### src/rtl/mux_nway_arb_if.sv
// mux_nway_arb_if: bundle of the per-channel request side and the single
// output side of the arbitrated multiplexer.
//   in_data   NUM_IN*WIDTH  channel i data at [i*WIDTH +: WIDTH]
//   in_valid  NUM_IN        per-channel request
//   in_last   NUM_IN        per-channel end-of-packet flag
//   in_ready  NUM_IN        per-channel accept (at most one bit high)
//   out_data  WIDTH         registered selected word
//   out_src   SEL_W         channel that supplied out_data
//   out_last  1             end-of-packet flag of out_data
//   out_valid 1             output word present
//   out_ready 1             consumer accept
// slave  : the multiplexer's view; master : the producer/consumer side.
interface mux_nway_arb_if #(
  parameter int WIDTH  = 32,
  parameter int NUM_IN = 3,
  parameter int SEL_W  = 2
);
  logic [NUM_IN*WIDTH-1:0] in_data;
  logic [NUM_IN-1:0]       in_valid;
  logic [NUM_IN-1:0]       in_last;
  logic [NUM_IN-1:0]       in_ready;
  logic [WIDTH-1:0]        out_data;
  logic [SEL_W-1:0]        out_src;
  logic                    out_last;
  logic                    out_valid;
  logic                    out_ready;

  modport slave (
    input  in_data, in_valid, in_last, out_ready,
    output in_ready, out_data, out_src, out_last, out_valid
  );

  modport master (
    output in_data, in_valid, in_last, out_ready,
    input  in_ready, out_data, out_src, out_last, out_valid
  );
endinterface

### src/rtl/mux_nway_arb.sv
// mux_nway_arb: N-input, WIDTH-bit flow-controlled multiplexer. Picks one
// requesting channel per cycle (forced, fixed-priority or round-robin), holds
// the choice for the length of a packet, and forwards the word through one
// output register.
//   clk       rising-edge clock
//   reset_n   asynchronous active-low reset
//   mode      00 forced, 01 fixed priority, 10 round-robin, 11 as 01
//   force_sel channel used in forced mode
//   bus       mux_nway_arb_if.slave (channel inputs, registered output)
module mux_nway_arb #(
  parameter int WIDTH  = 32,
  parameter int NUM_IN = 3,
  parameter int SEL_W  = 2
) (
  input  logic             clk,
  input  logic             reset_n,
  input  logic [1:0]       mode,
  input  logic [SEL_W-1:0] force_sel,
  mux_nway_arb_if.slave    bus
);

  typedef enum logic [0:0] {
    ST_IDLE   = 1'b0,
    ST_LOCKED = 1'b1
  } state_t;

  state_t             r_state;
  state_t             w_state_nxt;
  logic [SEL_W-1:0]   r_lock_ch;
  logic [SEL_W-1:0]   w_lock_nxt;
  logic [SEL_W-1:0]   r_rr_ptr;
  logic [SEL_W-1:0]   w_rr_nxt;

  logic [WIDTH-1:0]   r_out_data;
  logic [SEL_W-1:0]   r_out_src;
  logic               r_out_last;
  logic               r_out_valid;

  logic               w_accept;
  logic               w_xfer;
  logic [NUM_IN-1:0]  w_grant;
  logic [NUM_IN-1:0]  w_lock_hit;
  logic [NUM_IN-1:0]  w_force_hit;
  logic [NUM_IN-1:0]  w_rr_hi;
  logic [SEL_W-1:0]   w_gnt_idx;
  logic [WIDTH-1:0]   w_sel_data;
  logic               w_sel_last;

  // Isolate the lowest set bit of a request vector.
  function automatic logic [NUM_IN-1:0] lowest_one(input logic [NUM_IN-1:0] v);
    return v & (~v + NUM_IN'(1));
  endfunction

  assign w_accept = ~r_out_valid | bus.out_ready;

  // A shift past NUM_IN-1 yields zero, so an out-of-range force_sel grants nothing.
  assign w_lock_hit  = bus.in_valid & (NUM_IN'(1) << r_lock_ch);
  assign w_force_hit = bus.in_valid & (NUM_IN'(1) << force_sel);
  // Requests at or above the round-robin pointer; fall back to all requests to wrap.
  assign w_rr_hi     = bus.in_valid & ~((NUM_IN'(1) << r_rr_ptr) - NUM_IN'(1));

  // One-hot grant from lock state, mode and requests.
  always_comb begin
    w_grant = '0;
    if (r_state == ST_LOCKED) begin
      w_grant = w_lock_hit;
    end else begin
      case (mode)
        2'b00:   w_grant = w_force_hit;
        2'b10:   w_grant = (w_rr_hi != '0) ? lowest_one(w_rr_hi) : lowest_one(bus.in_valid);
        default: w_grant = lowest_one(bus.in_valid);
      endcase
    end
  end

  // Encode the grant and steer the granted channel's word and last flag.
  always_comb begin
    w_gnt_idx  = '0;
    w_sel_data = '0;
    w_sel_last = 1'b0;
    for (int i = 0; i < NUM_IN; i++) begin
      w_gnt_idx  = w_gnt_idx  | (w_grant[i] ? SEL_W'(i) : '0);
      w_sel_data = w_sel_data | (w_grant[i] ? bus.in_data[i*WIDTH +: WIDTH] : '0);
      w_sel_last = w_sel_last | (w_grant[i] & bus.in_last[i]);
    end
  end

  assign w_xfer       = w_accept & (|w_grant);
  assign bus.in_ready = {NUM_IN{reset_n & w_accept}} & w_grant;

  // Packet-lock next state and round-robin pointer advance.
  always_comb begin
    w_state_nxt = r_state;
    w_lock_nxt  = r_lock_ch;
    w_rr_nxt    = r_rr_ptr;
    case (r_state)
      ST_IDLE: begin
        if (w_xfer && !w_sel_last) begin
          w_state_nxt = ST_LOCKED;
          w_lock_nxt  = w_gnt_idx;
        end else begin
          w_state_nxt = ST_IDLE;
        end
      end
      ST_LOCKED: begin
        if (w_xfer && w_sel_last) begin
          w_state_nxt = ST_IDLE;
        end else begin
          w_state_nxt = ST_LOCKED;
        end
      end
      default: w_state_nxt = ST_IDLE;
    endcase
    // The pointer moves on every packet end, whatever the mode, so that a
    // later switch to round-robin starts from a fair position.
    if (w_xfer && w_sel_last) begin
      w_rr_nxt = (w_gnt_idx == SEL_W'(NUM_IN - 1)) ? '0 : w_gnt_idx + SEL_W'(1);
    end else begin
      w_rr_nxt = r_rr_ptr;
    end
  end

  // Arbitration state registers.
  always_ff @(posedge clk or negedge reset_n) begin
    if (!reset_n) begin
      r_state   <= ST_IDLE;
      r_lock_ch <= '0;
      r_rr_ptr  <= '0;
    end else begin
      r_state   <= w_state_nxt;
      r_lock_ch <= w_lock_nxt;
      r_rr_ptr  <= w_rr_nxt;
    end
  end

  // Output register: load on transfer, drain on accept without transfer, else hold.
  always_ff @(posedge clk or negedge reset_n) begin
    if (!reset_n) begin
      r_out_data  <= '0;
      r_out_src   <= '0;
      r_out_last  <= 1'b0;
      r_out_valid <= 1'b0;
    end else if (w_xfer) begin
      r_out_data  <= w_sel_data;
      r_out_src   <= w_gnt_idx;
      r_out_last  <= w_sel_last;
      r_out_valid <= 1'b1;
    end else if (w_accept) begin
      r_out_valid <= 1'b0;
    end else begin
      r_out_valid <= r_out_valid;
    end
  end

  assign bus.out_data  = r_out_data;
  assign bus.out_src   = r_out_src;
  assign bus.out_last  = r_out_last;
  assign bus.out_valid = r_out_valid;

endmodule

### src/flat_wrapper.sv
// flat-port wrapper written by rule: the top's interface ports become plain ports
module mux_nway_arb_flat 
#(
  parameter int WIDTH  = 32,
  parameter int NUM_IN = 3,
  parameter int SEL_W  = 2
)
  (clk, reset_n, mode, force_sel, bus_in_data, bus_in_valid, bus_in_last, bus_out_ready, bus_in_ready, bus_out_data, bus_out_src, bus_out_last, bus_out_valid);
  mux_nway_arb_if #(.WIDTH(WIDTH), .NUM_IN(NUM_IN), .SEL_W(SEL_W)) bus_i ();
  input  logic clk;
  input  logic reset_n;
  input  logic [1:0] mode;
  input  logic [SEL_W-1:0] force_sel;
  input wire logic [$bits(bus_i.in_data)-1:0] bus_in_data;
  input wire logic [$bits(bus_i.in_valid)-1:0] bus_in_valid;
  input wire logic [$bits(bus_i.in_last)-1:0] bus_in_last;
  input wire logic [$bits(bus_i.out_ready)-1:0] bus_out_ready;
  output wire logic [$bits(bus_i.in_ready)-1:0] bus_in_ready;
  output wire logic [$bits(bus_i.out_data)-1:0] bus_out_data;
  output wire logic [$bits(bus_i.out_src)-1:0] bus_out_src;
  output wire logic [$bits(bus_i.out_last)-1:0] bus_out_last;
  output wire logic [$bits(bus_i.out_valid)-1:0] bus_out_valid;
  assign bus_i.in_data = bus_in_data;
  assign bus_i.in_valid = bus_in_valid;
  assign bus_i.in_last = bus_in_last;
  assign bus_i.out_ready = bus_out_ready;
  assign bus_in_ready = bus_i.in_ready;
  assign bus_out_data = bus_i.out_data;
  assign bus_out_src = bus_i.out_src;
  assign bus_out_last = bus_i.out_last;
  assign bus_out_valid = bus_i.out_valid;
  mux_nway_arb #(.WIDTH(WIDTH), .NUM_IN(NUM_IN), .SEL_W(SEL_W)) u_core (.clk(clk), .reset_n(reset_n), .mode(mode), .force_sel(force_sel), .bus(bus_i));
endmodule
### config.mk
export PLATFORM = sky130hd
export DESIGN_NAME = mux_nway_arb_flat
export DESIGN_NICKNAME = d
export VERILOG_FILES = /design/src/rtl/mux_nway_arb_if.sv /design/src/rtl/mux_nway_arb.sv /design/src/flat_wrapper.sv
export SDC_FILE = /design/constraint.sdc
export NUM_CORES = 1
export LEC_CHECK = 0
export ABC_AREA = 0
export CORE_ASPECT_RATIO = 1.5
export CORE_MARGIN = 2
export CORE_UTILIZATION = 62
export DETAILED_ROUTE_END_ITERATION = 6
export DONT_BUFFER_PORTS = 1
export GPL_TIMING_DRIVEN = 0
export PLACE_DENSITY = 0.76
export SLEW_MARGIN = 20
export SYNTH_ARGS = -nofsm -noshare
export SYNTH_HDL_FRONTEND = slang
export SYNTH_SLANG_ARGS = --single-unit
### constraint.sdc
create_clock -name clk -period 2.9 [get_ports clk]
set_clock_uncertainty 0.2 [all_clocks]
set_input_delay 0.58 -clock clk [delete_from_list [all_inputs] [get_ports clk]]
set_output_delay 0.58 -clock clk [all_outputs]
set_load 0.005 [all_outputs]
## Yosys cells after proc, flatten, opt, wreduce, memory -nomap -nowiden

Index checks and enable logic that the tools add are counted.

- Add/sub/neg operators: 4
- Eq/ne operators: 2
- Shifts and indexed selects: 3
- Muxes and demuxes: 14
- Bitwise gates (word level): 22
- Reductions and logical operators: 8

Operators with widths:

| operator | number |
|---|---|
| 32-bit 2-to-1 mux | 3 |
| 32-bit bitwise OR | 2 |
| 3-bit bitwise AND | 6 |
| 3-bit NOT | 3 |
| 1-bit by 2-bit left shift with 3-bit output, first input constant | 3 |
| 3-bit by 1-bit adder with 3-bit output, second input constant | 2 |
| 3-bit 2-to-1 mux | 2 |
| 3-bit one-hot mux with 2 select lines | 1 |
| 1-bit bitwise AND | 5 |
| 1-bit 2-to-1 mux | 5 |
| 2-bit equality test, second input constant | 2 |
| 2-bit 2-to-1 mux | 2 |
| 1-bit bitwise OR | 3 |
| 3-bit nonzero test | 1 |
| 3-bit OR reduction | 1 |
| 3-bit by 1-bit subtractor with 3-bit output, second input constant | 1 |
| 2-bit by 1-bit adder with 2-bit output, second input constant | 1 |
| 1-bit logical AND | 2 |
| 2-bit zero test | 1 |
| 1-bit NOT | 2 |
| 2-bit bitwise OR | 1 |
| 1-bit one-hot mux with 2 select lines | 1 |
| 2-bit AND reduction | 1 |
| 2-bit nonzero test | 1 |
| 1-bit zero test | 1 |

- Flip-flop bits (word level): 41

## Longest topological paths before layout

Gate-level depths: netlist (run 1).

- Word-level depth: 17
- Mapped depth: 9
- Gate-level depth less buffers: 6

## Least setup slack after synthesis (run 1)

OpenSTA, ideal clock, no wires.

- Path type: input to output
- From: input port bus_in_valid[0]
- To: output port bus_in_ready[1]
- Arrival: 1.770 ns
- Setup slack: 0.350 ns
- Stages on the path: 6
- Cells stage by stage: nand2b_1 > a211oi_1 > o211ai_2 > nand2_1 > clkbuf_1 > and3_1

- Cells in the longest elaborated chain, start to end: 8
- Elaborated cells between the ends (all ways): 12

RTL lines:

| item | RTL line | source |
|---|---|---|
| start: declaration | flat_wrapper.sv:15 | `input wire logic [$bits(bus_i.in_valid)-1:0] bus_in_valid;` |
| 3-bit bitwise AND | mux_nway_arb.sv:60 | `assign w_rr_hi = bus.in_valid & ~((NUM_IN'(1) << r_rr_ptr) - NUM_IN'(1));` |
| 3-bit NOT | mux_nway_arb.sv:51 | `return v & (~v + NUM_IN'(1));` |
| 3-bit by 1-bit adder with 3-bit output | mux_nway_arb.sv:51 |  |
| 3-bit bitwise AND | mux_nway_arb.sv:51 |  |
| 3-bit 2-to-1 mux | mux_nway_arb.sv:70 | `2'b10: w_grant = (w_rr_hi != '0) ? lowest_one(w_rr_hi) : lowest_one(bus.in_valid);` |
| 3-bit one-hot mux with 2 select lines (*) | mux_nway_arb.sv:68 | `case (mode)` |
| 3-bit 2-to-1 mux (*) | mux_nway_arb.sv:65 | `if (r_state == ST_LOCKED) begin` |
| 3-bit bitwise AND (*) | mux_nway_arb.sv:89 | `assign bus.in_ready = {NUM_IN{reset_n & w_accept}} & w_grant;` |
| end: declaration | flat_wrapper.sv:18 | `output wire logic [$bits(bus_i.in_ready)-1:0] bus_in_ready;` |

Mark *: on every way between the ends. The rest lies on a longest branch, timed or not.

## Worst setup path in the final report (run 1)

- From: register u_core.r_rr_ptr[1]
- To: output port bus_in_ready[2]

- Cells in the longest elaborated chain, start to end: 11
- Elaborated cells between the ends (all ways): 12

RTL lines:

| item | RTL line | source |
|---|---|---|
| start: declaration | mux_nway_arb.sv:31 | `logic [SEL_W-1:0] r_rr_ptr;` |
| start signal: assignment | mux_nway_arb.sv:132 | `r_rr_ptr <= w_rr_nxt;` |
| 1-bit by 2-bit left shift with 3-bit output (*) | mux_nway_arb.sv:60 |  |
| 3-bit by 1-bit subtractor with 3-bit output (*) | mux_nway_arb.sv:60 |  |
| 3-bit NOT (*) | mux_nway_arb.sv:60 |  |
| 3-bit bitwise AND (*) | mux_nway_arb.sv:60 |  |
| 3-bit NOT | mux_nway_arb.sv:51 |  |
| 3-bit by 1-bit adder with 3-bit output | mux_nway_arb.sv:51 |  |
| 3-bit bitwise AND | mux_nway_arb.sv:51 |  |
| 3-bit 2-to-1 mux (*) | mux_nway_arb.sv:70 |  |
| 3-bit one-hot mux with 2 select lines (*) | mux_nway_arb.sv:68 |  |
| 3-bit 2-to-1 mux (*) | mux_nway_arb.sv:65 |  |
| 3-bit bitwise AND (*) | mux_nway_arb.sv:89 |  |

Marked as above.

==> flow_summary_export.csv, run 1 <==
group,metric,value,unit
status,outcome,"finished, final reports clean",
timing,period_needed,2760,ps
timing,worst_slew_pin_slew,512,ps
grt,grt_max_degree,42,
final_layout,design_area,2320,sq um
floorplanning,die_h,75.7,microns
critical_path,crit_chain,"a21oi_1, o21a_1, o211ai_1, nand2_2, clkbuf_2, and3_1",
synth,synth-edff-count,0,
placement,port_buffers,0,
synth,yosysWarnings,0,
synth,synth-main-ff-cell,"dfrtp_1",
clocking,cts_tree,"done",
synth,synth_most_common_cell,"dfrtp_1",
timing,hold_viol_final,0,
floorplanning,placementRows,26,
detailed_routing,drtIter0Drc,162,
worst_hold_path,min_path_cells,2,
synth,async_flop_share,100,%
synth,seq_area_frac_synth,48.3,%
detailed_routing,drc,0,
placement,dp.cells,261,
critical_path,cp_max_fo,10,
critical_path,cpLargestDelayFamily,"compound AO/OA/AOI/OAI gates",
timing,fmax,362,MHz
floorplanning,coreArea,3350,sq um
critical_path,rr_endpoint,"u_core.bus.out_data[12]",
synth,syn_inst,219,
timing,maxSlewViolCount,0,
synth,syn_nets,328,
grt,grt.total_usage,30.1,%
floorplanning,dieWidth,51.8,microns
worst_hold_path,hp-class,"input pin to register",
critical_path,r2r-start,"u_core.r_rr_ptr[0]",
pwr,p_leak,0.988,nW
grt,grt_pass1_wl,8.57,mm
placement,hpwlAfterDp,4.48,mm
detailed_routing,first_pass_iters,6,
floorplanning,die_area,3920,sq um
detailed_routing,dr_total_vias,1959,
clocking,cts.htree.levels,2,
worst_hold_path,min_from,"bus_in_data[29]",
placement,placedInstanceArea,2180,sq um
pwr,total_power,2.48,mW
detailed_routing,wire_per_inst,22.1,microns
critical_path,cp_num_buf_inv,1,
clocking,cts_made_buffers,5,
final_layout,fin_nets,336,
critical_path,critical_path_class,"register to output pin",
critical_path,rrSetupSlack,350,ps
timing,setup_violations,0,
final_layout,diodes,0,
placement,place_congestion,0.813,
timing,rsz0062_at_grt,"no",
synth,syn_avg_cell_area,9.71,sq um
timing,fin_crit_sh,95.2,%
pwr,powerDensity,1070,nW/um^2
critical_path,slowest_delay,460,ps
clocking,cts_root_buf,"clkbuf_8",
detailed_routing,drt-vias-per-instance,7.26,
job,cap_violations,0,
critical_path,cp-end-kind,"output pin",
clocking,cts_buffer_depth,2,
grt,antenna_found_initial,0,
final_layout,drive_above_1_share,11.0,%
critical_path,arrival,1980,ps
detailed_routing,ant_nets,0,
timing,timing.hold.ws,296,ps
timing,max_slew_margin,65.4,%
clocking,cts_num_sinks,41,
critical_path,critPathRequiredTime,2120,ps
synth,synthTopCellsByCount,"dfrtp_1 (41), nand2_1 (39), o21ai_0 (36)",
final_layout,nFillCells,277,
synth,yosys.area.top_type,"dfrtp_1",
critical_path,r2r_cells,7,
critical_path,critPathLaunchType,"register",
floorplanning,ios,148,
synth,netlist.area_leader.share,48.3,%
synth,ys_ff_latch,41,
worst_hold_path,whs_endpoint,"u_core.bus.out_data[29]",
clocking,clk_pin_slew,80,ps
clocking,clk_latency,290,ps
floorplanning,initial_core_util,63.4,%
synth,syn_area,2130,sq um
final_layout,syn_to_final_growth,9.12,%
grt,grt_pass1_vias,1859,
synth,netlist-cell-type-count,37,
critical_path,crit_path_top_delay_cell,"dfrtp_1",
grt,grt_overflow_total,0,
pwr,max-vdd-ir-drop,0.000673,V
final_layout,instances_no_fill,270,
synth,synth.area.top_cells,"dfrtp_1 (48%), a222oi_1 (15%), o21ai_0 (8.5%), nand2_1 (6.9%), clkbuf_1 (1.9%)",
detailed_routing,wl,5.98,mm
-- final cells by class --
class	instances	area [sq um]	share of cell area (%)
Clock buffer	7	96.3	4.15
Timing Repair Buffer	3	37.5	1.62
Tap cell	42	52.6	2.27
Inverter	6	22.5	0.971
Buffer	16	82.6	3.56
Clock inverter	1	8.76	0.378
Multi-Input combinational cell	154	993	42.8
Sequential cell	41	1030	44.2
-- per-layer routing --
| metal | global-route usage [%] | part of all wire, % | up-vias |
|---|---|---|---|
| met5 | 0 | 0 | - |
| met2 | 53.4 | 56 | 108 |
| met1 | 34.6 | 35 | 964 |
| met3 | 7.65 | 7.4 | 10 |
| li1 | - | - | 877 |
| met4 | 12.0 | 1.6 | 0 |
-- stage by stage --
step                      setup slack, ps  utilization, %  setup TNS [ps]
after CTS                            13.1            69.2               0
after detailed placement            -32.0            65.0           -32.0
final                                 138            69.2               0
after floorplan                       350               -               0
after global routing                 3.70            69.2               0
after global placement               84.2            65.0               0
-- worst max path at each step --
stage,slack (ps),to,depth (start not counted),startpoint
global route,4,bus_in_ready[2],6,u_core.r_rr_ptr[1]
finish,140,bus_in_ready[2],6,u_core.r_rr_ptr[1]
detailed placement,-30,bus_in_ready[1],6,bus_in_valid[0]
CTS,10,bus_in_ready[2],7,register
floorplan,350,bus_in_ready[1],6,bus_in_valid[0]
global placement,80,bus_in_ready[1],6,bus_in_valid[0]
-- layout by cell type, fill, tap and decap left out, types with 3 or more instances in the layout --
cell type / synthesis / final
buf_2: 5 / 5
o21ai_0: 36 / 36
a222oi_1: 32 / 32
nand2_1: 39 / 37
and3_1: 6 / 6
clkbuf_1: 11 / 8
nor2_1: 5 / 5
clkbuf_8: 0 / 7
o211ai_1: 3 / 3
dfrtp_1: 41 / 41
inv_1: 6 / 6
a21oi_1: 3 / 3
-- kinds of logic after synthesis --
group | count (synthesis) | synth area share (%)
multiplexers | 3 | 1.53
flip-flops | 41 | 48.3
AO/OA/AOI/OAI | 89 | 31.3
buffers and inverters | 24 | 5.24
AND/OR/NAND/NOR | 62 | 13.7
-- repair_timing --
| action | 4_1_cts | 5_1_grt |
|---|---|---|
| endpoints found under the hold margin | 41 | 0 |
| resized for setup | 0 | 4 |
| hold buffers | 2 | 0 |
| setup buffers | 1 | 0 |
| setup endpoints to repair | 2 | 3 |
| pin swaps | 1 | 1 |
-- flip-flops by register name, indices dropped and copies added, names as in the netlist, named ones only --
register / flops
u_core.bus.out_valid: 1
u_core.bus.out_last: 1
u_core.bus.out_data: 32
u_core.bus.out_src: 2
u_core.r_rr_ptr: 2
u_core.r_lock_ch: 2
-- report_power, final --
part	total (mW)	switching [mW]	internal [mW]
Combinational	1.02	0.611	0.412
Sequential	1.04	0.211	0.830
Clock	0.419	0.200	0.220
Total	2.48	1.02	1.46
Note: power is estimated with default switching activity, not from simulation.
==> run 2, diff against run 1 <==
--- a/config.mk
+++ b/config.mk
@@ -8,11 +8,12 @@
 export ABC_AREA = 0
 export CORE_ASPECT_RATIO = 1.5
 export CORE_MARGIN = 2
-export CORE_UTILIZATION = 62
+export CORE_UTILIZATION = 65
+export CTS_BUF_LIST = sky130_fd_sc_hd__clkbuf_2 sky130_fd_sc_hd__clkbuf_4 sky130_fd_sc_hd__clkbuf_8
 export DETAILED_ROUTE_END_ITERATION = 6
 export DONT_BUFFER_PORTS = 1
 export GPL_TIMING_DRIVEN = 0
-export PLACE_DENSITY = 0.76
+export PLACE_DENSITY = 0.79
 export SLEW_MARGIN = 20
 export SYNTH_ARGS = -nofsm -noshare
 export SYNTH_HDL_FRONTEND = slang
==> flow_summary_export.csv, run 2 (same netlist as run 1, synthesis figures left out) <==
group,metric,value,unit
detailed_routing,drtIter0Drc,168,
clocking,cts.htree.levels,2,
timing,fmax,360,MHz
final_layout,drive_above_1_share,11.0,%
detailed_routing,dr_total_vias,1994,
critical_path,rrSetupSlack,300,ps
clocking,clk_latency,290,ps
timing,max_slew_margin,66.4,%
grt,grt_pass1_vias,1971,
timing,period_needed,2780,ps
floorplanning,die_area,3750,sq um
worst_hold_path,hp-class,"input pin to register",
pwr,switching_power,1.04,mW
critical_path,critical_path_class,"register to output pin",
pwr,p_int,1.50,mW
final_layout,layout_commonest_cell,"dfrtp_1",
pwr,powerDensity,1090,nW/um^2
critical_path,crit_start,"u_core.r_rr_ptr[1]",
critical_path,rr_endpoint,"u_core.bus.out_data[3]",
clocking,cts_tree,"done",
placement,place_congestion,0.810,
pwr,seq_power_share,41.2,%
grt,grt_max_degree,42,
pwr,p_leak,0.992,nW
floorplanning,dieWidth,50.7,microns
detailed_routing,drt-vias-per-instance,7.44,
placement,placedInstanceArea,2180,sq um
timing,fin_crit_sh,95.9,%
clocking,cts_made_buffers,5,
detailed_routing,first_pass_iters,7,
floorplanning,coreArea,3130,sq um
timing,hold_viol_final,0,
final_layout,largest_register_ffs,32,
detailed_routing,wire_per_inst,23.0,microns
pwr,swShare,40.9,%
status,outcome,"finished, violations left",
timing,worst_slew_pin_slew,497,ps
job,cap_violations,0,
grt,grt_pass1_wl,9.23,mm
critical_path,r2r-start,"u_core.r_rr_ptr[0]",
critical_path,crit_end,"bus_in_ready[2]",
critical_path,r2r_cells,7,
status,failed_checks,"design-rule violations",
clocking,cts_buffer_depth,2,
critical_path,critPathLaunchType,"register",
pwr,pwr-share-comb,40.5,%
timing,setup_violations,0,
clocking,cts_root_buf,"clkbuf_8",
grt,grt_overflow_total,0,
detailed_routing,wl,6.16,mm
floorplanning,initial_core_util,68.0,%
final_layout,syn_to_final_growth,9.36,%
critical_path,arrival,2000,ps
final_layout,diodes,0,
final_layout,fin_nets,336,
final_layout,final_cell_mix,"dfrtp_1 (41), nand2_1 (37), o21ai_0 (36)",
final_layout,design_area,2320,sq um
pwr,clockPowerShare,18.3,%
placement,hpwlAfterDp,4.64,mm
critical_path,cp-end-kind,"output pin",
critical_path,cp_max_fo,10,
final_layout,final_util,74.3,%
detailed_routing,drc,5,
clocking,cts_num_sinks,41,
timing,maxSlewViolCount,0,
clocking,clk_pin_slew,80,ps
floorplanning,ios,148,
placement,port_buffers,0,
pwr,max-vdd-ir-drop,0.000807,V
floorplanning,placementRows,25,
floorplanning,die_h,74.0,microns
grt,grt.total_usage,33.0,%
critical_path,critPathRequiredTime,2120,ps
detailed_routing,ant_nets,0,
grt,antenna_found_initial,0,
[run 2: worst min-delay path by stage]
stage / cells past startpoint / start / slack (ps) / to
after floorplan: 0 / reset_n / 80 / async pin
after global placement: 0 / reset_n / 90 / u_core.r_lock_ch[0]
after detailed placement: 0 / reset_n / 90 / u_core.bus.out_valid
after CTS: 2 / bus_in_data[14] / 290 / u_core.bus.out_data[14]
after global routing: 2 / bus_in_data[15] / 300 / u_core.bus.out_data[15]
final: 2 / bus_in_data[15] / 290 / u_core.bus.out_data[15]
[run 2: stage by stage]
step | worst slack [ps] | total power [mW] | hold slack, ps | TNS, ps | std cells
finish | 119 | 2.54 | 289 | 0 | 268
global route | -11.1 | 2.73 | 298 | -11.1 | 268
CTS | 10.1 | 2.53 | 286 | 0 | 269
detailed placement | -80.8 | 2.06 | 85.6 | -80.8 | 259
global placement | 111 | 1.97 | 85.6 | 0 | 259
floorplan | 350 | 1.77 | 84.4 | 0 | 219
[run 2: timing repair]
| item | in CTS | in global routing |
|---|---|---|
| endpoints found under the setup margin | 2 | 15 |
| buffers inserted | 1 | 0 |
| hold endpoints to repair | 41 | 0 |
| resized for setup | 0 | 4 |
| pin swaps | 1 | 0 |
| hold buffers | 2 | 0 |
[run 2: layout make-up]
type / instances / area, sq um
Buffer: 16 / 82.6
Clock buffer: 5 / 68.8
Clock inverter: 3 / 43.8
Fill cell: 225 / 803
Inverter: 6 / 22.5
Multi-Input combinational cell: 154 / 993
Sequential cell: 41 / 1030
Tap cell: 40 / 50.0
Timing Repair Buffer: 3 / 37.5
[run 2: critical path: stages, from the launching register on]
cell and delay (ps):
dfrtp_1 480, a21oi_1 110, o21a_1 170, o211ai_1 300
nand2_2 190, clkbuf_2 230, and3_1 230
[run 2: per-layer routing]
metal	share of wire [%]	wire length (microns)	vias up	track usage, %
li1	-	-	875	-
met1	34	2070	961	37.4
met2	56	3460	143	60.8
met3	8.3	514	15	7.63
met4	1.9	116	0	10.8
met5	0	0	-	0
[run 2: power by group through the flow]
| stage | logic, mW | registers (mW) | clock network, mW |
|---|---|---|---|
| after global placement | 0.931 | 1.04 | 0 |
| after detailed placement | 1.00 | 1.05 | 0 |
| final | 1.03 | 1.05 | 0.464 |
| after floorplan | 0.788 | 0.986 | 0 |
| after CTS | 1.02 | 1.04 | 0.465 |
| after global routing | 1.17 | 1.07 | 0.495 |
==> run 3, diff against run 2 <==
--- a/config.mk
+++ b/config.mk
@@ -6,14 +6,15 @@
 export NUM_CORES = 1
 export LEC_CHECK = 0
 export ABC_AREA = 0
+export BUFFER_PORTS_ARGS = -buffer_cell sky130_fd_sc_hd__buf_2
 export CORE_ASPECT_RATIO = 1.5
 export CORE_MARGIN = 2
-export CORE_UTILIZATION = 65
+export CORE_UTILIZATION = 43
 export CTS_BUF_LIST = sky130_fd_sc_hd__clkbuf_2 sky130_fd_sc_hd__clkbuf_4 sky130_fd_sc_hd__clkbuf_8
 export DETAILED_ROUTE_END_ITERATION = 6
-export DONT_BUFFER_PORTS = 1
 export GPL_TIMING_DRIVEN = 0
-export PLACE_DENSITY = 0.79
+export PLACE_DENSITY = 0.81
+export REMOVE_ABC_BUFFERS = 1
 export SLEW_MARGIN = 20
 export SYNTH_ARGS = -nofsm -noshare
 export SYNTH_HDL_FRONTEND = slang
==> flow_summary_export.csv, run 3 (same netlist as run 1, synthesis figures left out) <==
group,metric,value,unit
clocking,clk_pin_slew,80,ps
final_layout,layout_commonest_cell,"buf_2",
final_layout,instances_no_fill,430,
floorplanning,die_area,5530,sq um
critical_path,r2r_cells,7,
critical_path,critPathLaunchType,"register",
clocking,cts_hold_buf,0,
detailed_routing,m1WireLength,2.52,mm
floorplanning,die_h,90.1,microns
job,cap_violations,0,
clocking,cts_root_buf,"clkbuf_8",
floorplanning,ios,148,
floorplanning,placementRows,31,
pwr,p_leak,1.56,nW
placement,port_buffers,147,
final_layout,final_util,63.4,%
detailed_routing,first_pass_iters,7,
clocking,cts_made_buffers,5,
clocking,clk_latency,290,ps
detailed_routing,drc,5,
critical_path,rrSetupSlack,160,ps
status,failed_checks,"design-rule violations",
final_layout,nFillCells,459,
final_layout,largest_register_ffs,32,
floorplanning,dieWidth,61.4,microns
final_layout,final_cell_mix,"buf_2 (147), dfrtp_1 (41), nand2_1 (37)",
clocking,cts_buffer_depth,2,
timing,maxSlewViolCount,0,
detailed_routing,top_layer,"met4",
placement,place_congestion,0.875,
critical_path,critPathRequiredTime,2120,ps
timing,period_needed,2850,ps
critical_path,cp-end-kind,"output pin",
pwr,max-vdd-ir-drop,0.000436,V
grt,grt_pass1_wl,10.0,mm
detailed_routing,dr_wl_met2,3.72,mm
detailed_routing,wire_per_inst,15.9,microns
pwr,total_power,2.69,mW
critical_path,arrival,2070,ps
timing,hold_viol_final,0,
grt,grt_pass1_vias,2284,
detailed_routing,drtIter0Drc,265,
detailed_routing,wl,6.85,mm
floorplanning,coreArea,4810,sq um
detailed_routing,drt-vias-per-instance,5.59,
clocking,cts_tree,"done",
timing,rsz0062_at_grt,"yes",
clocking,cts_num_sinks,41,
floorplanning,initial_core_util,44.2,%
timing,fin_crit_sh,98.2,%
timing,worst_slew_pin_slew,919,ps
worst_hold_path,hp-class,"input pin to async pin",
final_layout,fin_nets,472,
timing,max_slew_margin,38.7,%
placement,hpwlAfterDp,4.67,mm
clocking,cts.htree.levels,2,
critical_path,rr_endpoint,"u_core.r_lock_ch[1]",
grt,antenna_found_initial,0,
status,outcome,"finished, violations left",
detailed_routing,dr_total_vias,2405,
pwr,powerDensity,883,nW/um^2
final_layout,drive_above_1_share,47.5,%
grt,grt_overflow_total,0,
grt,grt_max_degree,48,
critical_path,critical_path_class,"register to output pin",
grt,grt.total_usage,23.8,%
detailed_routing,wl_met3,452,microns
final_layout,syn_to_final_growth,43.6,%
detailed_routing,ant_nets,0,
timing,fmax,351,MHz
placement,dp.cells,415,
timing,setup_violations,0,
critical_path,cp_max_fo,17,
final_layout,diodes,0,
[run 3: cell count changes in the layout (fill, tap and decap cells not counted), sizes merged]
cell and change:
buf +145, clkbuf -9, bufinv -1, clkinv +1, clkinvlp +1, dlygate4sd3 -1, inv -1, nand2 +1
[run 3: where the power goes]
part / internal (mW) / switching (mW) / leakage [nW]
clock network: 0.166 / 0.200 / 0.0439
logic: 0.602 / 0.751 / 1.00
registers: 0.828 / 0.147 / 0.515
total: 1.60 / 1.10 / 1.56
[run 3: through the flow]
stage	setup slack, ps	TNS (ps)	hold WS (ps)	area [sq um]
3_5_place_dp	-650	-12220	265	2880
6_report	52.1	0	220	3050
2_1_floorplan	-127	-397	84.4	2040
3_3_place_gp	-824	-27150	257	2860
4_1_cts	-170	-170	258	2990
5_1_grt	-42.6	-46.9	281	3050
[run 3: worst max path at each step]
| stage | cells after the start | to | startpoint | slack [ps] |
|---|---|---|---|---|
| 4_1_cts | 6 | bus_in_ready[2] | u_core.r_rr_ptr[1] | -170 |
| 2_1_floorplan | 5 | u_core.r_lock_ch[1] | mode[0] | -130 |
| 3_5_place_dp | 7 | bus_in_ready[2] | bus_in_valid[1] | -650 |
| 5_1_grt | 6 | bus_in_ready[2] | u_core.r_rr_ptr[1] | -40 |
| 6_report | 6 | bus_in_ready[2] | u_core.r_rr_ptr[1] | 50 |
| 3_3_place_gp | 6 | u_core.r_lock_ch[1] | mode[0] | -820 |
[run 3: critical path, cell delays in order (launching register included)]
cell,delay [ps]
dfrtp_1,450
a21oi_1,100
o21a_1,180
o211ai_1,430
nand2_4,250
and3_1,240
buf_2,120
[run 3: what timing repair did]
| item | CTS | global route |
|---|---|---|
| gates resized for setup | 6 | 2 |
| endpoints found under the hold margin | 0 | 0 |
| setup buffers | 0 | 6 |
| pin swaps | 0 | 4 |
| setup endpoints to repair | 23 | 2 |
| cloned | 0 | 1 |
[run 3: layer usage]
layer	up-vias	global-route usage, %
met5	-	0
met4	0	10.6
met3	16	4.32
met2	127	42.2
met1	1116	25.9
li1	1146	-
[run 3: area by class of cell]
| class | count | area (sq um) | share of cell area, % |
|---|---|---|---|
| inverters | 6 | 22.5 | 0.738 |
| flip-flops and latches | 41 | 1030 | 33.6 |
| clock inverters | 3 | 17.5 | 0.574 |
| repair buffers | 154 | 801 | 26.2 |
| multi-input cells | 155 | 1030 | 33.9 |
| well taps | 66 | 82.6 | 2.71 |
| clock buffers | 5 | 68.8 | 2.26 |
